--- src/rtl/reg_writeback_queue_if.sv ---
// Signal bundle for the register-file writeback queue: result intake, RF write port,
// and the rs1/rs2 read/forwarding path.
interface reg_writeback_queue_if #(
  parameter int DATA_W = 8,
  parameter int ADDR_W = 2,
  parameter int DEPTH  = 4
);
  localparam int CNT_W = $clog2(DEPTH) + 1;

  logic              flush;
  logic              in_valid;
  logic              in_ready;
  logic [ADDR_W-1:0] in_addr;
  logic [DATA_W-1:0] in_data;
  logic              drain_en;
  logic              rf_wr_en;
  logic [ADDR_W-1:0] rf_wr_addr;
  logic [DATA_W-1:0] rf_wr_data;
  logic [ADDR_W-1:0] rs1_addr;
  logic [ADDR_W-1:0] rs2_addr;
  logic [DATA_W-1:0] rf_rs1_data;
  logic [DATA_W-1:0] rf_rs2_data;
  logic [DATA_W-1:0] rs1_data;
  logic [DATA_W-1:0] rs2_data;
  logic [CNT_W-1:0]  count;
  logic              empty;
  logic              full;

  modport master (
    output flush, in_valid, in_addr, in_data, drain_en,
           rs1_addr, rs2_addr, rf_rs1_data, rf_rs2_data,
    input  in_ready, rf_wr_en, rf_wr_addr, rf_wr_data,
           rs1_data, rs2_data, count, empty, full
  );

  modport slave (
    input  flush, in_valid, in_addr, in_data, drain_en,
           rs1_addr, rs2_addr, rf_rs1_data, rf_rs2_data,
    output in_ready, rf_wr_en, rf_wr_addr, rf_wr_data,
           rs1_data, rs2_data, count, empty, full
  );
endinterface

--- src/rtl/reg_writeback_queue.sv ---
// In-order writeback FIFO: buffers results, drains one per cycle to the register file,
// and forwards the youngest pending value for each read port.
module reg_writeback_queue #(
  parameter int DATA_W = 8,
  parameter int ADDR_W = 2,
  parameter int DEPTH  = 4
) (
  input  logic                   clk,
  input  logic                   reset,
  reg_writeback_queue_if.slave   bus
);
  localparam int PTR_W = $clog2(DEPTH);
  localparam int CNT_W = PTR_W + 1;

  logic [ADDR_W-1:0] r_addr [DEPTH];
  logic [DATA_W-1:0] r_data [DEPTH];
  logic [PTR_W-1:0]  r_head;
  logic [PTR_W-1:0]  r_tail;
  logic [CNT_W-1:0]  r_count;

  logic              w_full;
  logic              w_empty;
  logic              w_ready;
  logic              w_push;
  logic              w_pop;
  logic [PTR_W-1:0]  w_idx;
  logic [DATA_W-1:0] w_rs1;
  logic [DATA_W-1:0] w_rs2;

  assign w_full  = (r_count == CNT_W'(DEPTH));
  assign w_empty = (r_count == '0);
  assign w_ready = !w_full && !bus.flush && !reset;
  assign w_push  = bus.in_valid && w_ready;
  // Reset also masks the write so a squashed queue never reaches the register file.
  assign w_pop   = !w_empty && bus.drain_en && !bus.flush && !reset;

  always_ff @(posedge clk) begin
    if (reset || bus.flush) begin
      r_head  <= '0;
      r_tail  <= '0;
      r_count <= '0;
    end else begin
      if (w_push) begin
        r_addr[r_tail] <= bus.in_addr;
        r_data[r_tail] <= bus.in_data;
        r_tail         <= r_tail + 1'b1;
      end
      if (w_pop) begin
        r_head <= r_head + 1'b1;
      end
      case ({w_push, w_pop})
        2'b10:   r_count <= r_count + 1'b1;
        2'b01:   r_count <= r_count - 1'b1;
        default: r_count <= r_count;
      endcase
    end
  end

  // Walk oldest to youngest so the last match (youngest) wins.
  always_comb begin
    w_rs1 = bus.rf_rs1_data;
    w_rs2 = bus.rf_rs2_data;
    w_idx = '0;
    for (int unsigned i = 0; i < DEPTH; i++) begin
      w_idx = r_head + PTR_W'(i);
      if (CNT_W'(i) < r_count) begin
        if (r_addr[w_idx] == bus.rs1_addr) w_rs1 = r_data[w_idx];
        if (r_addr[w_idx] == bus.rs2_addr) w_rs2 = r_data[w_idx];
      end
    end
  end

  assign bus.in_ready   = w_ready;
  assign bus.rf_wr_en   = w_pop;
  assign bus.rf_wr_addr = r_addr[r_head];
  assign bus.rf_wr_data = r_data[r_head];
  assign bus.rs1_data   = w_rs1;
  assign bus.rs2_data   = w_rs2;
  assign bus.count      = r_count;
  assign bus.empty      = w_empty;
  assign bus.full       = w_full;
endmodule
--- src/flat_wrapper.sv ---
// flat-port wrapper written by rule: the top's interface ports become plain ports
module reg_writeback_queue_flat 
#(
  parameter int DATA_W = 8,
  parameter int ADDR_W = 2,
  parameter int DEPTH  = 4
)
  (clk, reset, bus_flush, bus_in_valid, bus_in_addr, bus_in_data, bus_drain_en, bus_rs1_addr, bus_rs2_addr, bus_rf_rs1_data, bus_rf_rs2_data, bus_in_ready, bus_rf_wr_en, bus_rf_wr_addr, bus_rf_wr_data, bus_rs1_data, bus_rs2_data, bus_count, bus_empty, bus_full);
  reg_writeback_queue_if #(.DATA_W(DATA_W), .ADDR_W(ADDR_W), .DEPTH(DEPTH)) bus_i ();
  input  logic clk;
  input  logic reset;
  input wire logic [$bits(bus_i.flush)-1:0] bus_flush;
  input wire logic [$bits(bus_i.in_valid)-1:0] bus_in_valid;
  input wire logic [$bits(bus_i.in_addr)-1:0] bus_in_addr;
  input wire logic [$bits(bus_i.in_data)-1:0] bus_in_data;
  input wire logic [$bits(bus_i.drain_en)-1:0] bus_drain_en;
  input wire logic [$bits(bus_i.rs1_addr)-1:0] bus_rs1_addr;
  input wire logic [$bits(bus_i.rs2_addr)-1:0] bus_rs2_addr;
  input wire logic [$bits(bus_i.rf_rs1_data)-1:0] bus_rf_rs1_data;
  input wire logic [$bits(bus_i.rf_rs2_data)-1:0] bus_rf_rs2_data;
  output wire logic [$bits(bus_i.in_ready)-1:0] bus_in_ready;
  output wire logic [$bits(bus_i.rf_wr_en)-1:0] bus_rf_wr_en;
  output wire logic [$bits(bus_i.rf_wr_addr)-1:0] bus_rf_wr_addr;
  output wire logic [$bits(bus_i.rf_wr_data)-1:0] bus_rf_wr_data;
  output wire logic [$bits(bus_i.rs1_data)-1:0] bus_rs1_data;
  output wire logic [$bits(bus_i.rs2_data)-1:0] bus_rs2_data;
  output wire logic [$bits(bus_i.count)-1:0] bus_count;
  output wire logic [$bits(bus_i.empty)-1:0] bus_empty;
  output wire logic [$bits(bus_i.full)-1:0] bus_full;
  assign bus_i.flush = bus_flush;
  assign bus_i.in_valid = bus_in_valid;
  assign bus_i.in_addr = bus_in_addr;
  assign bus_i.in_data = bus_in_data;
  assign bus_i.drain_en = bus_drain_en;
  assign bus_i.rs1_addr = bus_rs1_addr;
  assign bus_i.rs2_addr = bus_rs2_addr;
  assign bus_i.rf_rs1_data = bus_rf_rs1_data;
  assign bus_i.rf_rs2_data = bus_rf_rs2_data;
  assign bus_in_ready = bus_i.in_ready;
  assign bus_rf_wr_en = bus_i.rf_wr_en;
  assign bus_rf_wr_addr = bus_i.rf_wr_addr;
  assign bus_rf_wr_data = bus_i.rf_wr_data;
  assign bus_rs1_data = bus_i.rs1_data;
  assign bus_rs2_data = bus_i.rs2_data;
  assign bus_count = bus_i.count;
  assign bus_empty = bus_i.empty;
  assign bus_full = bus_i.full;
  reg_writeback_queue #(.DATA_W(DATA_W), .ADDR_W(ADDR_W), .DEPTH(DEPTH)) u_core (.clk(clk), .reset(reset), .bus(bus_i));
endmodule
--- config.mk ---
export PLATFORM = sky130hd
export DESIGN_NAME = reg_writeback_queue_flat
export DESIGN_NICKNAME = d
export VERILOG_FILES = /design/src/rtl/reg_writeback_queue_if.sv /design/src/rtl/reg_writeback_queue.sv /design/src/flat_wrapper.sv
export SDC_FILE = /design/constraint.sdc
export NUM_CORES = 1
export LEC_CHECK = 0
export ABC_AREA = 1
export CELL_PAD_IN_SITES_DETAIL_PLACEMENT = 2
export CELL_PAD_IN_SITES_GLOBAL_PLACEMENT = 2
export CORE_MARGIN = 10
export CORE_UTILIZATION = 30
export DETAILED_ROUTE_END_ITERATION = 7
export GPL_ROUTABILITY_DRIVEN = 0
export PLACE_DENSITY = 0.86
export SETUP_SLACK_MARGIN = 0.4
export SYNTH_ARGS = -nofsm -noshare
export SYNTH_HDL_FRONTEND = slang
export SYNTH_SLANG_ARGS = --single-unit
--- constraint.sdc ---
create_clock -name clk -period 3 [get_ports clk]
set_clock_uncertainty 0.1 [all_clocks]
set_input_delay 0.75 -clock clk [delete_from_list [all_inputs] [get_ports clk]]
set_output_delay 0.75 -clock clk [all_outputs]
set_load 0.1 [all_outputs]
==> results.ini <==
[floorplanning]
io_pins=68
start_util_pct=31.0
num_rows=41
core_area_um2=12800
chipWidth_um=135
dieArea_um2=18200
die_y_um=135

[timing]
rsz0062_at_grt=true
tns_ns=-5.07
worstMarginPinSlew_ns=0.521
max_freq_ghz=0.297
min_period_ns=3.36
slew_headroom_pct=64.9
hold_viol_final=0
report.final.slew_viol_count=0
setup_viol_count_final=16
worst_slack_ns=-0.363
min_period_over_period_pct=112

[critical_path]
critical_path_class=flop to primary output
cp_slowest_stage_delay_ns=0.50
crit_path_max_fanout=8
cp_top_family=simple AND/OR/NAND/NOR gates
crit_arrival_ns=2.51
crit_required_ns=2.15
start_kind=flop
path_buf_inv=1
cpMaxStageDelayCell=edfxtp_1
critPathCaptureType=primary output
crit_chain=nand2_1 > nand2_2 > nand2_4 > nand2_2 > nand2_1 > nand2_1 > nand3_4 > nand3_1 > nand2_2 > a21oi_4 > buf_12

[flow_run]
max_cap_violations=0

[routing]
drc=0
first_pass_iters=7
wl_um=27800
ant_nets=0
via_per_inst=5.86
routedWlPerCell_um=31.8
num_vias=5131
first_iter_violations=574

[finish]
post-route-util_pct=54.3
syn2layout_area_growth_pct=75.0
final_cells=876
antenna_cells=0
final_area_um2=6930
fillers=1325
drive_gt1_share_pct=48.3
nNetsFinal=747

[synthesis]
synth_commonest_cells=nand2_1 (200), nand3_1 (64), inv_1 (50)
synth_top_area_share_pct=30.3
yosysTopAreaCell=edfxtp_1
synthArstFlopShare_pct=0
synth_area_leaders=edfxtp_1 (30%), nand2_1 (19%), nand3_1 (8.1%), o21ai_0 (5.4%), inv_1 (4.7%)
synth_edf_count=40
synth-warning-count=0
synth_fp_nets=621
netlist_area_um2=3960
ys_seq_area_share_pct=34.9
ys.flop_type=edfxtp_1
synthCells=577
synth.distinct_cells=30
ys_ff_latch=49
postSynthAreaPerCell_um2=6.87
yosysMostFrequentCell=nand2_1

[global_routing]
overflow=0
grt_pass1_wl_um=36200
grt_antenna_before_repair=0
grt_max_degree=18
grt_pass1_vias=5513
grtUsageTotal_pct=25.8

[clock_network]
cts-htree-levels=2
tritoncts=built
clockBufferDepth=2
clk_pin_slew_ns=0.07
root_buffer=clkbuf_16
cts_hold_buf=0
insertion_delay_ns=0.31
cts_made_buffers=5
clkSinkCount=49

[power_and_ir_drop]
p_sw_w=0.000736
p_int_w=0.00130
power_density_nw_per_um2=293
p_leak_nw=2.90
switching_share_pct=36.2
pwr-share-comb_pct=33.8
finalPower_w=0.00203
seqPwrFrac_pct=36.7
clock_power_share_pct=29.5
ir_drop_v=0.000531

[placement]
io_buffers=67
placed_area_um2=5670
placed_cells_incl_taps=830
dp_hpwl_um=13800

[run_status]
violations=setup timing
status=finished, violations left

[worst_hold_path]
min_path_type=flop to flop

==> cell type report <==
cell class / count / area [um2] / share of cell area, %
Clock buffer: 5 / 125 / 1.80
Clock inverter: 3 / 26.3 / 0.379
Inverter: 56 / 258 / 3.72
Multi-Input combinational cell: 458 / 3360 / 48.4
Sequential cell: 49 / 1410 / 20.3
Tap cell: 172 / 215 / 3.10
Timing Repair Buffer: 133 / 1550 / 22.3
==> state kept, by name, indices dropped and copies added, names as in the netlist, named ones only <==
signal and flops:
u_core.r_addr 8, u_core.bus.count 3, u_core.r_tail 2, u_core.r_data 32, u_core.r_head 2
==> worst paths after layout <==
check / start / endpoint / slack [ns] / cells after the start
min reg2reg: u_core.r_tail[1] / u_core.r_tail[1] / 0.48 / 2
max reg2reg: u_core.bus.count[0] / u_core.bus.count[2] / 0.38 / 11
min: u_core.r_tail[1] / u_core.r_tail[1] / 0.48 / 2
max: u_core.r_addr[0][1] / bus_rs1_data[7] / -0.36 / 11
==> kinds of logic (layout without fill, tap and decap cells) <==
| logic type | after synthesis | in the layout | synth area share (%) |
|---|---|---|---|
| compound gates | 102 | 102 | 14.2 |
| xor+xnor | 3 | 3 | 1.04 |
| fa+ha+maj | 9 | 9 | 2.84 |
| buf+inv | 74 | 197 | 8.72 |
| flops | 49 | 49 | 34.9 |
| mux | 7 | 7 | 1.77 |
| simple gates | 333 | 337 | 36.6 |
==> tightest hold or removal path: stages (launching register included) <==
cell	delay, ns
dfxtp_1	0.34
inv_1	0.12
a21oi_1	0.08
==> layer usage <==
layer | vias to the layer above | GRT usage [%] | share of wire [%]
met5 | - | 0 | 0
met1 | 2624 | 30.5 | 41
met2 | 252 | 46.6 | 50
met4 | 0 | 9.01 | 5.2
met3 | 84 | 3.38 | 4.5
li1 | 2171 | - | -
==> stage by stage <==
stage / setup slack (ns) / hold WS (ns)
3_5_place_dp: -0.503 / 0.439
5_1_grt: -0.407 / 0.523
3_3_place_gp: -0.328 / 0.404
2_1_floorplan: -0.187 / 0.390
4_1_cts: -0.117 / 0.447
6_report: -0.363 / 0.484
==> placed cells by master, fill, tap and decap left out, types with 25 or more instances in the layout <==
master           Yosys  final
o21ai_0             43     33
nand2_2             12     61
nand2_1            200    120
nand2_4              1     27
nor2_1              45     28
buf_4                2     58
buf_12               0     32
inv_1               50     30
nand3_2              2     25
edfxtp_1            40     40
clkdlybuf4s50_1      0     28
nand3_1             64     37
==> power by group through the flow <==
| stage | Sequential [W] | Combinational (W) | Clock, W |
|---|---|---|---|
| after floorplan | 0.000765 | 0.000333 | 0 |
| after global routing | 0.000746 | 0.000705 | 0.000631 |
| after CTS | 0.000744 | 0.000620 | 0.000602 |
| after global placement | 0.000760 | 0.000550 | 0 |
| after detailed placement | 0.000762 | 0.000569 | 0 |
| final | 0.000746 | 0.000686 | 0.000599 |
==> timing repair <==
action                     CTS  global route
pin swaps                   45            33
gates resized for setup    157            71
buffers inserted            17            15
setup endpoints to repair   19            25
gates cloned                 6             0
Note: power is estimated with default switching activity, not from simulation.
